**src/rtl/rtl_upacc_ctrl.sv**
```systemverilog
// Host-to-micro-peripheral access controller: one host request becomes one downstream strobe.
// Optional macro UPACC_TIMEOUT_EN adds a wait-cycle timeout that ends the access through ERR.
module rtl_upacc_ctrl #(
    parameter int unsigned ADDRBIT = 5,
    parameter int unsigned WIDTH   = 32,
    parameter int unsigned TOUTBIT = 8
) (
    input  logic               clk,
    input  logic               rst,
    input  logic               hcs,
    input  logic               hrnw,
    input  logic [ADDRBIT-1:0] ha,
    input  logic [WIDTH-1:0]   hdi,
    output logic [WIDTH-1:0]   hdo,
    output logic               hack,
    output logic               herr,
    output logic               hbusy,
    output logic               upen,
    output logic [ADDRBIT-1:0] upa,
    output logic               upws,
    output logic               uprs,
    output logic [WIDTH-1:0]   updi,
    input  logic [WIDTH-1:0]   updo,
    input  logic               uprdy
);

    typedef enum logic [2:0] {
        S_IDLE,
        S_REQ,
        S_WAIT,
        S_DONE,
        S_ERR
    } state_t;

    state_t             state, state_n;
    logic               dir_rd, dir_rd_n;
    logic [ADDRBIT-1:0] upa_n;
    logic [WIDTH-1:0]   updi_n, hdo_n;
    logic               upen_n, upws_n, uprs_n, hack_n, herr_n, hbusy_n;
    logic               tout_c;

`ifdef UPACC_TIMEOUT_EN
    logic [TOUTBIT-1:0] tcnt, tcnt_n;

    // tcnt holds the index of the current WAIT cycle; reaching all ones is the limit
    assign tout_c = (tcnt == {TOUTBIT{1'b1}});

    always_comb begin
        tcnt_n = tcnt;
        if (state_n == S_REQ) begin
            tcnt_n = '0;
        end else if ((state == S_REQ || state == S_WAIT) && state_n == S_WAIT) begin
            tcnt_n = tcnt + TOUTBIT'(1);
        end
    end

    always_ff @(posedge clk) begin
        if (rst) begin
            tcnt <= '0;
        end else begin
            tcnt <= tcnt_n;
        end
    end
`else
    assign tout_c = 1'b0;
`endif

    // Next state plus next value of every registered output
    always_comb begin
        state_n  = state;
        dir_rd_n = dir_rd;
        upa_n    = upa;
        updi_n   = updi;
        hdo_n    = hdo;

        case (state)
            S_IDLE: begin
                if (hcs) begin
                    state_n  = S_REQ;
                    dir_rd_n = hrnw;
                    upa_n    = ha;
                    updi_n   = hdi;
                end
            end
            S_REQ, S_WAIT: begin
                if (uprdy) begin
                    state_n = S_DONE;
                    if (dir_rd) begin
                        hdo_n = updo;
                    end
                end else if (state == S_WAIT && tout_c) begin
                    state_n = S_ERR;
                    if (dir_rd) begin
                        hdo_n = '0;
                    end
                end else begin
                    state_n = S_WAIT;
                end
            end
            S_DONE:  state_n = S_IDLE;
            S_ERR:   state_n = S_IDLE;
            default: state_n = S_IDLE;
        endcase

        upen_n  = (state_n == S_REQ) || (state_n == S_WAIT);
        upws_n  = (state_n == S_REQ) && !dir_rd_n;
        uprs_n  = (state_n == S_REQ) && dir_rd_n;
        hack_n  = (state_n == S_DONE);
        herr_n  = (state_n == S_ERR);
        hbusy_n = (state_n != S_IDLE);
    end

    always_ff @(posedge clk) begin
        if (rst) begin
            state  <= S_IDLE;
            dir_rd <= 1'b0;
            upa    <= '0;
            updi   <= '0;
            hdo    <= '0;
            upen   <= 1'b0;
            upws   <= 1'b0;
            uprs   <= 1'b0;
            hack   <= 1'b0;
            herr   <= 1'b0;
            hbusy  <= 1'b0;
        end else begin
            state  <= state_n;
            dir_rd <= dir_rd_n;
            upa    <= upa_n;
            updi   <= updi_n;
            hdo    <= hdo_n;
            upen   <= upen_n;
            upws   <= upws_n;
            uprs   <= uprs_n;
            hack   <= hack_n;
            herr   <= herr_n;
            hbusy  <= hbusy_n;
        end
    end

endmodule

```
**config.mk**
```make
export PLATFORM = sky130hd
export DESIGN_NAME = rtl_upacc_ctrl
export DESIGN_NICKNAME = d
export VERILOG_FILES = /design/src/rtl/rtl_upacc_ctrl.sv
export SDC_FILE = /design/constraint.sdc
export NUM_CORES = 1
export LEC_CHECK = 0
export CORE_UTILIZATION = 41
export CTS_CLUSTER_DIAMETER = 40
export DETAILED_ROUTE_END_ITERATION = 12
export PLACE_DENSITY_LB_ADDON = 0.12
export SYNTH_ARGS = -nofsm -noshare
export SYNTH_HDL_FRONTEND = slang
export SYNTH_SLANG_ARGS = --single-unit
```
**constraint.sdc**
```tcl
create_clock -name clk -period 1.9 [get_ports clk]
set_input_delay 0.285 -clock clk [delete_from_list [all_inputs] [get_ports clk]]
set_output_delay 0.285 -clock clk [all_outputs]
set_load 0.05 [all_outputs]
```
After elaboration in Yosys (flattened, before gate mapping)
Index checks and enable logic that the tools add are counted.
- register bits after elaboration: 79
- logic and storage cells: 31
- output and inout bits: 75
- reduce and logical (&&, ||, !) cells: 9
- multiplexer cells: 5
- eq/ne operators: 6
- operator list (kind ; count):
    equality test 3 x 2 -> 1 bit, second input constant ; 3
    equality test 3 x 1 -> 1 bit, second input constant ; 2
    one-hot mux 3 bit (2 select lines) ; 1
    equality test 3 bit, second input constant ; 1
    zero test 3 bit ; 1
    two-way mux 1 bit ; 3
    two-way mux 3 bit ; 1
    AND reduction 3 bit ; 1
    nonzero test 3 bit ; 1
    logical AND 1 bit ; 2
    AND reduction 2 bit ; 1
    OR reduction 2 bit ; 1
    zero test 1 bit ; 1
    logical OR 1 bit ; 1

Longest topological paths before layout
- word-level depth: 5
- gate-level depth with buffers: 6

Least setup slack after synthesis
Ideal clock, no wire load.
- path kind: reg-to-reg
- start: register state[1]
- end: register upa[0]
- period minus slack after synthesis: 1.443 ns
- arrival time: 1.310 ns
- required time: 1.768 ns
- cell stages (with the launch flop): 7
- setup time: 0.132 ns
- setup slack: 0.457 ns
- path through: dfxtp_1 -> buf_6 -> or4b_1 -> buf_2 -> buf_6 -> nand2_1 -> a21oi_1
- longest elaborated chain between the ends: 2
- ends and longest elaborated chain (item ; RTL line ; source):
    start, declared ; 35 ; state_t state, state_n;
    start signal, assigned ; 127 ; state <= state_n;
    zero test 3 bit ; 76 ; case (state)
    AND reduction 2 bit (no source line) ; - ;
    end signal, assigned ; 129 ; upa <= upa_n;
    end, declared ; 19 ; output logic [ADDRBIT-1:0] upa,
Every way passes these cells.
A chain may end at the register's enable or synchronous reset.

Worst setup path in the final report
- start: register hdo[11]
- end: output hdo[11]
- RTL lines (item ; RTL line ; source):
    start, declared ; 14 ; output logic [WIDTH-1:0] hdo,
    start signal, assigned ; 131 ; hdo <= hdo_n;
No word-level cell between the ends.

==> run_results.csv <==
group,metric,value,unit
outcome,status,"finished, final reports clean",
yosys,mappedNetlistArea,3110,um^2
timing,post-route-min-period,1.80,ns
timing,slew_headroom,0.611,
grt,antenna_found_initial,0,
grt,grt_start_max_net_pins,49,
pwr,leakage,1.71,nW
yosys,synth_area_leaders,"dfxtp_1, nand2b_1, mux2i_1, nand2_1, a21oi_1",
timing,fin_setup_tns,0,ns
clock_tree,htree_num_levels,3,
yosys,avgSynthCellArea,9.22,um^2
place,dp_hpwl,5200,um
worst_setup_path,endpoint,"hdo[11]",
clock_tree,postCtsSetupBuffers,0,
timing,final-setup-viol-count,0,
detailed_routing,first_pass_iters,4,
yosys,yosys.area.top_type,"dfxtp_1",
place,port_buffers,148,
worst_setup_path,startpoint,"hdo[11]$_SDFFE_PP0P_",
clock_tree,ctsResizeCount,0,
final_layout,layout-drive-gt1-share,0.0579,
yosys,synth_cell_type_count,24,
detailed_routing,drtIter0Drc,100,
clock_tree,path_clk_slew,0.07,ns
yosys,synth-seq-cells,79,
hold_path,hold_path_class,"reg2reg",
timing,clock.fmax,0.556,GHz
final_layout,fillers,645,
worst_setup_path,crit_arrival,1.51,ns
floorplan,coreArea,7290,um^2
worst_setup_path,worst_r2r_path_depth,4,
grt,grt_pass1_vias,2491,
detailed_routing,remaining_drc_errors,0,
timing,finClkSkew,0.00549,ns
detailed_routing,wl_per_cell,12.6,um
clock_tree,cts.sink_count,79,
floorplan,rows,31,
worst_setup_path,timing.reg2reg.setup_slack,0.39,ns
clock_tree,clk_latency,0.34,ns
floorplan,start_util,0.426,
floorplan,die-area,7930,um^2
final_layout,multi_input_area,1380,um^2
grt,grt.total_usage,0.189,
worst_setup_path,criticalPathCategory,"reg2out",
floorplan,fp.dieW,89.1,um
worst_setup_path,crit_path_end_kind,"output port",
yosys,ys_warn_count,0,
job,drv_cap,0,
grt,grt_pass1_wl,11400,um
pwr,vdd_ir_drop_max,0.381,mV
timing,tightest_slew,0.583,ns
clock_tree,cts-root-buf,"clkbuf_8",
detailed_routing,wl,7360,um
timing,finalHoldViolCount,0,
clock_tree,cts_made_buffers,9,
yosys,ys_seq_area_frac,0.509,
worst_setup_path,critPathTopFamily,"buffers and inverters",
detailed_routing,vias_per_cell,4.65,
floorplan,ios,149,
worst_setup_path,cp_slowest_stage_delay,0.83,ns
clock_tree,holdBufCountCts,0,
detailed_routing,num_vias,2711,
timing,period_share,0.947,
final_layout,final_nets,554,
worst_setup_path,path_depth,1,
worst_setup_path,worst_ep_required_time,1.62,ns
detailed_routing,ant_nets,0,
place,place.gp.congestion,0.721,
worst_setup_path,critPathLaunchType,"register",
final_layout,diodes,0,
worst_setup_path,r2r-end,"hdo[31]$_SDFFE_PP0P_",
grt,grt-ovfl-total,0,
clock_tree,cts_tree,"done",
final_layout,register_area,1580,um^2
worst_setup_path,critPathBufInv,1,
timing,rsz0062_at_grt,"no",
yosys,syn_inst,337,
timing,finalWorstSetupSlack,0.101,ns
pwr,power_density,749,nW/um^2
worst_setup_path,cp_slowest_cell,"clkdlybuf4s50_1",
clock_tree,cts.path.max_buffers,2,
yosys,synth_top_area_share,0.509,
worst_setup_path,worst-path-max-fanout,2,
worst_setup_path,rr_startpoint,"state[1]$_SDFF_PP0_",
timing,drv_slew,0,
place,dp_slack,0.117,ns
final_layout,area_delta_synth_final,56.6,%
floorplan,dieHeight,89.1,um
worst_setup_path,critical_path.cell_chain,"clkdlybuf4s50_1",
## synth_stat cells
| master | count |
|---|---|
| dfxtp_1 | 79 |
| nand2_1 | 77 |
| nand2b_1 | 66 |
| a21oi_1 | 39 |
| mux2i_1 | 33 |
| clkbuf_1 | 12 |
| buf_6 | 6 |
| buf_2 | 4 |
| buf_4 | 3 |
| nor3_1 | 3 |
| nor2b_1 | 2 |
| a2111oi_0 | 1 |
| a2bb2oi_1 | 1 |
| and2_1 | 1 |
| buf_1 | 1 |
| conb_1 | 1 |
| nor2_1 | 1 |
| nor3_2 | 1 |
| nor3_4 | 1 |
| nor3b_2 | 1 |
| nor4b_2 | 1 |
| o21a_1 | 1 |
| or4b_1 | 1 |
| xnor2_1 | 1 |
## flip-flops by register name, summed over array words and instances (netlist names)
name / cells
hdo: 32
upen: 1
hbusy: 1
state: 3
dir_rd: 1
upa: 5
hack: 1
herr: 1
upws: 1
uprs: 1
updi: 32
## cells in the final DEF, fill, tap and decap left out, types with 2 or more instances in the layout
cell and instances:
a21oi_1 39, buf_12 2, buf_4 7, bufinv_16 2, clkbuf_8 10, clkdlybuf4s50_1 147
clkinv_2 2, conb_1 2, dfxtp_1 79, mux2i_1 33, nand2_1 77, nand2b_1 66
nor2b_1 2, nor3_1 3
## worst min path at each step
stage | start | end | slack [ns] | cells after the start
2_1_floorplan | hrnw | upws$_SDFF_PP0_ | 0.35 | 1
3_3_place_gp | updi[20]$_SDFFE_PP0P_ | updi[20]$_SDFFE_PP0P_ | 0.44 | 2
3_5_place_dp | updi[0]$_SDFFE_PP0P_ | updi[0]$_SDFFE_PP0P_ | 0.45 | 2
4_1_cts | rst | updi[29]$_SDFFE_PP0P_ | 0.45 | 2
5_1_grt | updi[3]$_SDFFE_PP0P_ | updi[3]$_SDFFE_PP0P_ | 0.47 | 2
6_report | updi[1]$_SDFFE_PP0P_ | updi[1]$_SDFFE_PP0P_ | 0.45 | 2
## cells by family after synthesis
kind of cell / after synthesis / share of synthesized area
AO/OA/AOI/OAI: 42 / 0.0709
buffers and inverters: 26 / 0.0511
AND/OR/NAND/NOR: 155 / 0.259
other: 1 / 0.00121
multiplexers: 33 / 0.106
XOR/XNOR: 1 / 0.00282
flip-flops: 79 / 0.509
## final cells by class
cell class	count	area share
timing repair buffer	157	0.323
sequential	79	0.325
multi-input combinational	233	0.283
clock buffer	11	0.0291
tap	99	0.0255
clock inverter	4	0.0144
## where the power goes
group	total, mW	internal, mW	leakage [nW]	switching [mW]
clock network	1.33	0.765	0.109	0.570
registers	1.73	1.70	0.642	0.0273
logic	0.578	0.279	0.958	0.299
## layer usage
| metal | wire length (um) | GRT usage |
|---|---|---|
| met2 | 3430 | 0.310 |
| met1 | 3090 | 0.218 |
| met4 | 132 | 0.0924 |
| met5 | 0 | 0 |
| met3 | 711 | 0.0711 |
## stage by stage
step / hold WS [ns] / instances / area [um^2] / util / power, mW
floorplan: 0.355 / 338 / 3110 / - / 2.08
global placement: 0.441 / 568 / 4650 / 0.638 / 2.34
detailed placement: 0.446 / 568 / 4650 / 0.638 / 2.35
CTS: 0.449 / 583 / 4860 / 0.667 / 3.70
global route: 0.472 / 583 / 4860 / 0.667 / 3.79
finish: 0.454 / 583 / 4860 / 0.667 / 3.64
Note: power is estimated with default switching activity, not from simulation.
